### config.mk
export PLATFORM = sky130hd
export DESIGN_NAME = nibble_serializer
export DESIGN_NICKNAME = d
export VERILOG_FILES = /design/src/rtl/nibble_serializer.sv
export SDC_FILE = /design/constraint.sdc
export NUM_CORES = 1
export LEC_CHECK = 0
export CORE_MARGIN = 1
export CORE_UTILIZATION = 49
export DETAILED_ROUTE_END_ITERATION = 8
export GPL_TIMING_DRIVEN = 0
export PLACE_DENSITY = 0.83
export SLEW_MARGIN = 20
export SYNTH_ARGS = -nofsm -noshare
export SYNTH_HDL_FRONTEND = slang
export SYNTH_SLANG_ARGS = --single-unit
### constraint.sdc
create_clock -name clk -period 1.5 [get_ports clk]
set_input_delay 0.375 -clock clk [delete_from_list [all_inputs] [get_ports clk]]
set_output_delay 0.375 -clock clk [all_outputs]
set_load 0.02 [all_outputs]
### src/rtl/nibble_serializer.sv
// Serializes WIDTH-bit words, LSB- or MSB-first per word, into a free-running downstream shift register.
// First bit one cycle after accept when idle; back-to-back words with no gap; 2-entry input FIFO gates s_ready.
module nibble_serializer #(
  parameter int WIDTH    = 4,
  parameter bit IDLE_BIT = 1'b0
) (
  input  logic             clk,
  input  logic             rst,
  input  logic [WIDTH-1:0] s_data,
  input  logic             s_dir,
  input  logic             s_valid,
  output logic             s_ready,
  output logic             ser_out,
  output logic             dir_out,
  output logic             busy,
  output logic             word_done
);

  localparam int CW = (WIDTH > 1) ? $clog2(WIDTH) : 1;
  localparam logic [CW-1:0] LAST = CW'(WIDTH - 1);

  typedef enum logic {IDLE, SHIFT} state_t;

  state_t           state;
  logic [CW-1:0]    bit_cnt;
  logic [WIDTH-1:0] sreg;

  // Each entry carries {dir, data}.
  logic [WIDTH:0]   mem [2];
  logic             wr_ptr;
  logic             rd_ptr;
  logic [1:0]       count;

  logic             push;
  logic             pop;
  logic [WIDTH:0]   head;

  assign s_ready = (count != 2'd2);
  assign push    = s_valid && s_ready;
  assign head    = mem[rd_ptr];
  assign pop     = (count != 2'd0) && ((state == IDLE) || (bit_cnt == LAST));

  always_ff @(posedge clk or posedge rst) begin
    if (rst) begin
      for (int i = 0; i < 2; i++) mem[i] <= '0;
      wr_ptr <= 1'b0;
      rd_ptr <= 1'b0;
      count  <= 2'd0;
    end else begin
      if (push) begin
        mem[wr_ptr] <= {s_dir, s_data};
        wr_ptr      <= ~wr_ptr;
      end
      if (pop) rd_ptr <= ~rd_ptr;
      case ({push, pop})
        2'b10:   count <= count + 2'd1;
        2'b01:   count <= count - 2'd1;
        default: count <= count;
      endcase
    end
  end

  // The first bit is driven straight from the popped entry; sreg holds the remaining bits.
  always_ff @(posedge clk or posedge rst) begin
    if (rst) begin
      state     <= IDLE;
      bit_cnt   <= '0;
      sreg      <= '0;
      ser_out   <= IDLE_BIT;
      dir_out   <= 1'b0;
      busy      <= 1'b0;
      word_done <= 1'b0;
    end else begin
      word_done <= (state == SHIFT) && (bit_cnt == LAST);
      if (pop) begin
        state   <= SHIFT;
        busy    <= 1'b1;
        bit_cnt <= '0;
        dir_out <= head[WIDTH];
        if (head[WIDTH]) begin
          ser_out <= head[0];
          sreg    <= head[WIDTH-1:0] >> 1;
        end else begin
          ser_out <= head[WIDTH-1];
          sreg    <= head[WIDTH-1:0] << 1;
        end
      end else if (state == SHIFT) begin
        if (bit_cnt == LAST) begin
          state   <= IDLE;
          busy    <= 1'b0;
          bit_cnt <= '0;
          ser_out <= IDLE_BIT;
        end else begin
          bit_cnt <= bit_cnt + CW'(1);
          if (dir_out) begin
            ser_out <= sreg[0];
            sreg    <= sreg >> 1;
          end else begin
            ser_out <= sreg[WIDTH-1];
            sreg    <= sreg << 1;
          end
        end
      end
    end
  end

endmodule

Yosys cells after proc, flatten, opt, wreduce, memory -nomap -nowiden:

Index checks and enable logic that the tools add are counted.

* equality and inequality tests: 5
* bitwise operators: 5
* $add $sub $neg: 3
* reduce and logical (&&, ||, !) cells: 11
* muxes and demuxes: 26
* order comparisons: 3

Operator list (number)
* 4-bit two-way mux: 5
* 5-bit two-way mux: 4
* 1-bit two-way mux: 11
* 10-bit bitwise mux: 1
* 2-bit nonzero test: 4
* 2-bit two-way mux: 3
* 5-bit demux with 1-bit select: 1
* 2-bit by 1-bit adder with 2-bit output, second input constant: 2
* 2-bit equality test, second input constant: 2
* 2-bit >= comparator, second input constant: 2
* 1-bit logical AND: 4
* 2-bit inequality test, second input constant: 2
* 1-bit inverter with 2-bit output: 2
* 2-bit one-hot mux with 2 select lines: 1
* 2-bit AND reduction: 2
* 1-bit inverter: 3
* 2-bit by 1-bit equality test with 1-bit output, second input constant: 1
* 2-bit by 1-bit < comparator with 1-bit output, second input constant: 1
* 2-bit by 1-bit subtractor with 2-bit output, second input constant: 1
* 1-bit logical OR: 1

* logic and storage cells: 65
* input port bits: 8
* output and inout bits: 5
* flip-flop bits (word level): 25

Logic depth before layout (Yosys ltp):

* word-level depth: 6
* gate-level depth with buffers: 8
* mapped depth without buffers: 8

Least setup slack after synthesis:

OpenSTA, ideal clock, no wires.

* path kind: register to register
* start: register bit_cnt[0]
* end: register count[1]
* clock period less this slack: 1596 ps
* stages on the path, launching flop included: 8
* path buffers: 0
* arrival time: 1517 ps
* setup slack: -96 ps
* data required time: 1421 ps
* cell sequence: dfrtp_1 > ha_1 > nand2b_2 > nand2_8 > inv_6 > ha_1 > nor2_1 > xor2_1

* longest elaborated chain between the ends: 5
* elaborated cells on any way between the ends: 7
* classes of those cells: eq/ne: 3; mux: 1; reduce/logical: 3

Ends and longest elaborated chain
* from (decl): RTL line 25 `logic [CW-1:0] bit_cnt;`
* from (signal assigned): RTL line 94 `bit_cnt <= bit_cnt + CW'(1);`
* 2-bit equality test (*): RTL line 41 `assign pop = (count != 2'd0) && ((state == IDLE) || (bit_cnt == LAST));`
* 1-bit logical OR (*): RTL line 41
* 1-bit logical AND (*): RTL line 41
* net pop: RTL line 35 `logic pop;`
* 2-bit by 1-bit equality test with 1-bit output / 2-bit equality test (equally long branches): RTL line 55 `case ({push, pop})`
* 2-bit one-hot mux with 2 select lines / 2-bit nonzero test (equally long branches)
* to (signal assigned): RTL line 56 `2'b10: count <= count + 2'd1;`
* to (signal assigned): RTL line 57 `2'b01: count <= count - 2'd1;`
* to (signal assigned): RTL line 58 `default: count <= count;`
* to (decl): RTL line 32 `logic [1:0] count;`

The timed path passes the listed nets; every way through them passes the cells marked *.
A chain may end at the register's enable or synchronous reset.

Worst setup path in the final report:

Same ends and word-level chain as after synthesis.

==> results.tsv <==
stage	metric	value	unit
sta	rsz0062_at_grt	yes	
die	rows	18	
sta	tightestPinTransition	0.911	ns
clock_tree	cts_tree	built	
status	violations	setup timing	
clock_tree	cts_made_buffers	3	
sta	fmax	0.646	GHz
route	wl_per_cell	15.4	µm
global_routing	gr-max-usage-layer	met2	
job	drv_cap	0	
pwr	vdd_ir_drop_max	1.75	mV
critical_path	cp_slowest_stage_delay	0.41	ns
critical_path	end_kind	register	
critical_path	cp_data_arrival_time	1.80	ns
pwr	p_per_area	2460	mW/mm²
final_layout	fin_cells	152	
final_layout	antenna_cells	0	
synthesis	synth_mux_area_frac	0.220	
clock_tree	cts_buffer_depth	2	
synthesis	synth_cell_types	28	
route	vias_per_cell	5.39	
pwr	power_leakage	0.721	nW
synthesis	synth_area	0.00127	mm²
synthesis	synth_xor_area_frac	0.0344	
sta	setup_viol	1	
global_routing	grt_util_met3	0.0374	
final_layout	final_cell_mix	dfrtp_1, mux2_4, buf_4	
die	start_util	0.518	
clock_tree	clock_latency	0.32	ns
synthesis	synth_top_family_by_area	multiplexers	
synthesis	synth_compound_area_frac	0.0778	
place	hpwl	1540	µm
global_routing	use_met1	0.245	
critical_path	cp.required	1.75	ns
min_path	hold_class	reg2reg	
die	dieArea	0.00280	mm²
critical_path	worstSetupPathType	reg2reg	
synthesis	ys_seq_elements	25	
route	drc	0	
die	core_area	0.00245	mm²
global_routing	met2_usage	0.312	
route	dr.pass1.iters	4	
critical_path	cpLargestDelayFamily	flip-flops	
sta	period_minus_slack	1.55	ns
sta	final.setup.tns	-0.0482	ns
clock_tree	htree_levels	1	
place	place_ws	-0.379	ns
sta	period_share	1.03	
final_layout	final_common_cell	dfrtp_1	
sta	fin_skew	0.00362	ns
synthesis	synth_edf_count	0	
synthesis	synth_largest_area_cell	dfrtp_1	
critical_path	cp_max_fo	3	
sta	hold_viol	0	
status	outcome	finished, violations left	
clock_tree	cts.clk_slew.worst_paths	0.13	ns
final_layout	drive_above_1_share	0.393	
sta	setup_slack	-0.0482	ns
sta	holdWs	0.524	ns
die	boundaryPins	13	
critical_path	startpoint_type	register	
final_layout	fin_nets	133	
route	dr_total_vias	820	
clock_tree	clock-sinks	25	
synthesis	async_reset_ff_frac	1.00	
die	fp.dieW	52.9	µm
synthesis	postSynthAreaPerCell	13.4	µm²
route	ant_nets	0	
place	dpl.cell_count	137	
synthesis	synth_top_area_frac	0.492	
global_routing	overflow	0	
synthesis	synth-simple-area-share	0.119	
global_routing	grt_use_total	0.196	
global_routing	grt_pass1_vias	820	
sta	slew_violations	0	
place	portBuffers	12	
route	wl	2340	µm
synthesis	ys_warn_count	0	
critical_path	cp_cell_sequence	ha_2 > nand2b_4 > nand2_8 > inv_6 > ha_4 > xnor2_2 > nor2_2 > xor2_1	
global_routing	grt_pass1_wl	3750	µm
route	drt_iter0_drc	10	
synthesis	syn-num-nets	105	
place	place_congestion	0.827	
global_routing	antenna_found_initial	0	
critical_path	crit_slowest_cell	dfrtp_1	
sta	slew_headroom	0.392	
critical_path	critPathBufInv	1	
clock_tree	root_buffer	clkbuf_4	
final_layout	syn2layout_area_growth	23.6	%
die	die_h	52.9	µm
synthesis	synth-adder-area-share	0.0197	
synthesis	synthTopCellsByArea	dfrtp_1, mux2_4, mux2i_1	
pwr	fin_total_pwr	3.86	mW
global_routing	grt_max_degree	26	
synthesis	synthCells	95	
synthesis	yosysSeqAreaShare	0.492	
synthesis	synth_ff_type	dfrtp_1	
[synth_stat cells (all sizes together) (2+ instances only)]
library cell	n
nor3	3
buf	2
a21oi	6
nor2	2
xnor2	4
nand3	3
nand2b	2
a221oi	2
mux2	15
mux2i	7
dfrtp	25
ha	2
nand2	6
inv	4
o21ai	4
[stage by stage]
stage,area [µm²],util
after CTS,1510,0.613
after detailed placement,1450,0.589
after floorplan,1290,-
after global routing,1570,0.640
final,1570,0.640
after global placement,1450,0.589
[what timing repair did]
item | 4_1_cts | 5_1_grt
buffers inserted | 5 | 7
hold buffers | 0 | 0
setup endpoints to repair | 6 | 2
pin swaps | 4 | 5
hold endpoints to repair | 0 | 0
resized for setup | 11 | 7
[sequential cells by signal, indices dropped and copies added (netlist names)]
signal	count
mem	10
sreg	4
bit_cnt	2
count	2
busy	1
dir_out	1
rd_ptr	1
ser_out	1
state	1
word_done	1
wr_ptr	1
[power by group]
part / leakage [nW] / internal (mW) / total, mW / switching [mW]
sequential: 0.294 / 1.03 / 1.27 / 0.240
combinational: 0.412 / 1.27 / 2.28 / 1.01
clock: 0.0150 / 0.104 / 0.307 / 0.203
[cell families (layout without fill, tap and decap cells)]
family | after synthesis | in the layout
simple gates | 20 | 20
mux | 22 | 22
flops | 25 | 25
compound gates | 14 | 14
fa+ha+maj | 2 | 2
xor+xnor | 5 | 5
buf+inv | 7 | 34
[metal layers]
layer | part of all wire | vias up
met5 | 0 | -
met4 | 0.025 | 0
met3 | 0.033 | 7
met2 | 0.50 | 20
met1 | 0.44 | 403
li1 | - | 390
[area by class of cell]
cell class	instances	area (µm²)
clock buffer	4	26.3
multi-input combinational	63	634
tap	30	37.5
fill	180	883
sequential	25	628
timing repair buffer	24	210
buffer	2	15.0
inverter	4	20.0
[worst register-to-register path: stages (launching register included)]
cell and delay (ns):
dfrtp_1 0.41, ha_2 0.21, nand2b_4 0.17, nand2_8 0.08, inv_6 0.04, ha_4 0.15
xnor2_2 0.12, nor2_2 0.13, xor2_1 0.16
[worst paths after layout]
check / slack [ns] / depth (start not counted) / startpoint / endpoint
worst max-delay path: -0.05 / 8 / bit_cnt[0] / count[1]
worst min-delay path: 0.52 / 1 / mem[7] / mem[7]
worst max register to register: -0.05 / 8 / bit_cnt[0] / count[1]
worst min register to register: 0.52 / 1 / mem[7] / mem[7]
max in group asynchronous: 0.36 / 2 / rst / count[0]
min in group asynchronous: 0.53 / 2 / rst / ser_out
No activity file was read; power rests on OpenSTA's default activity.
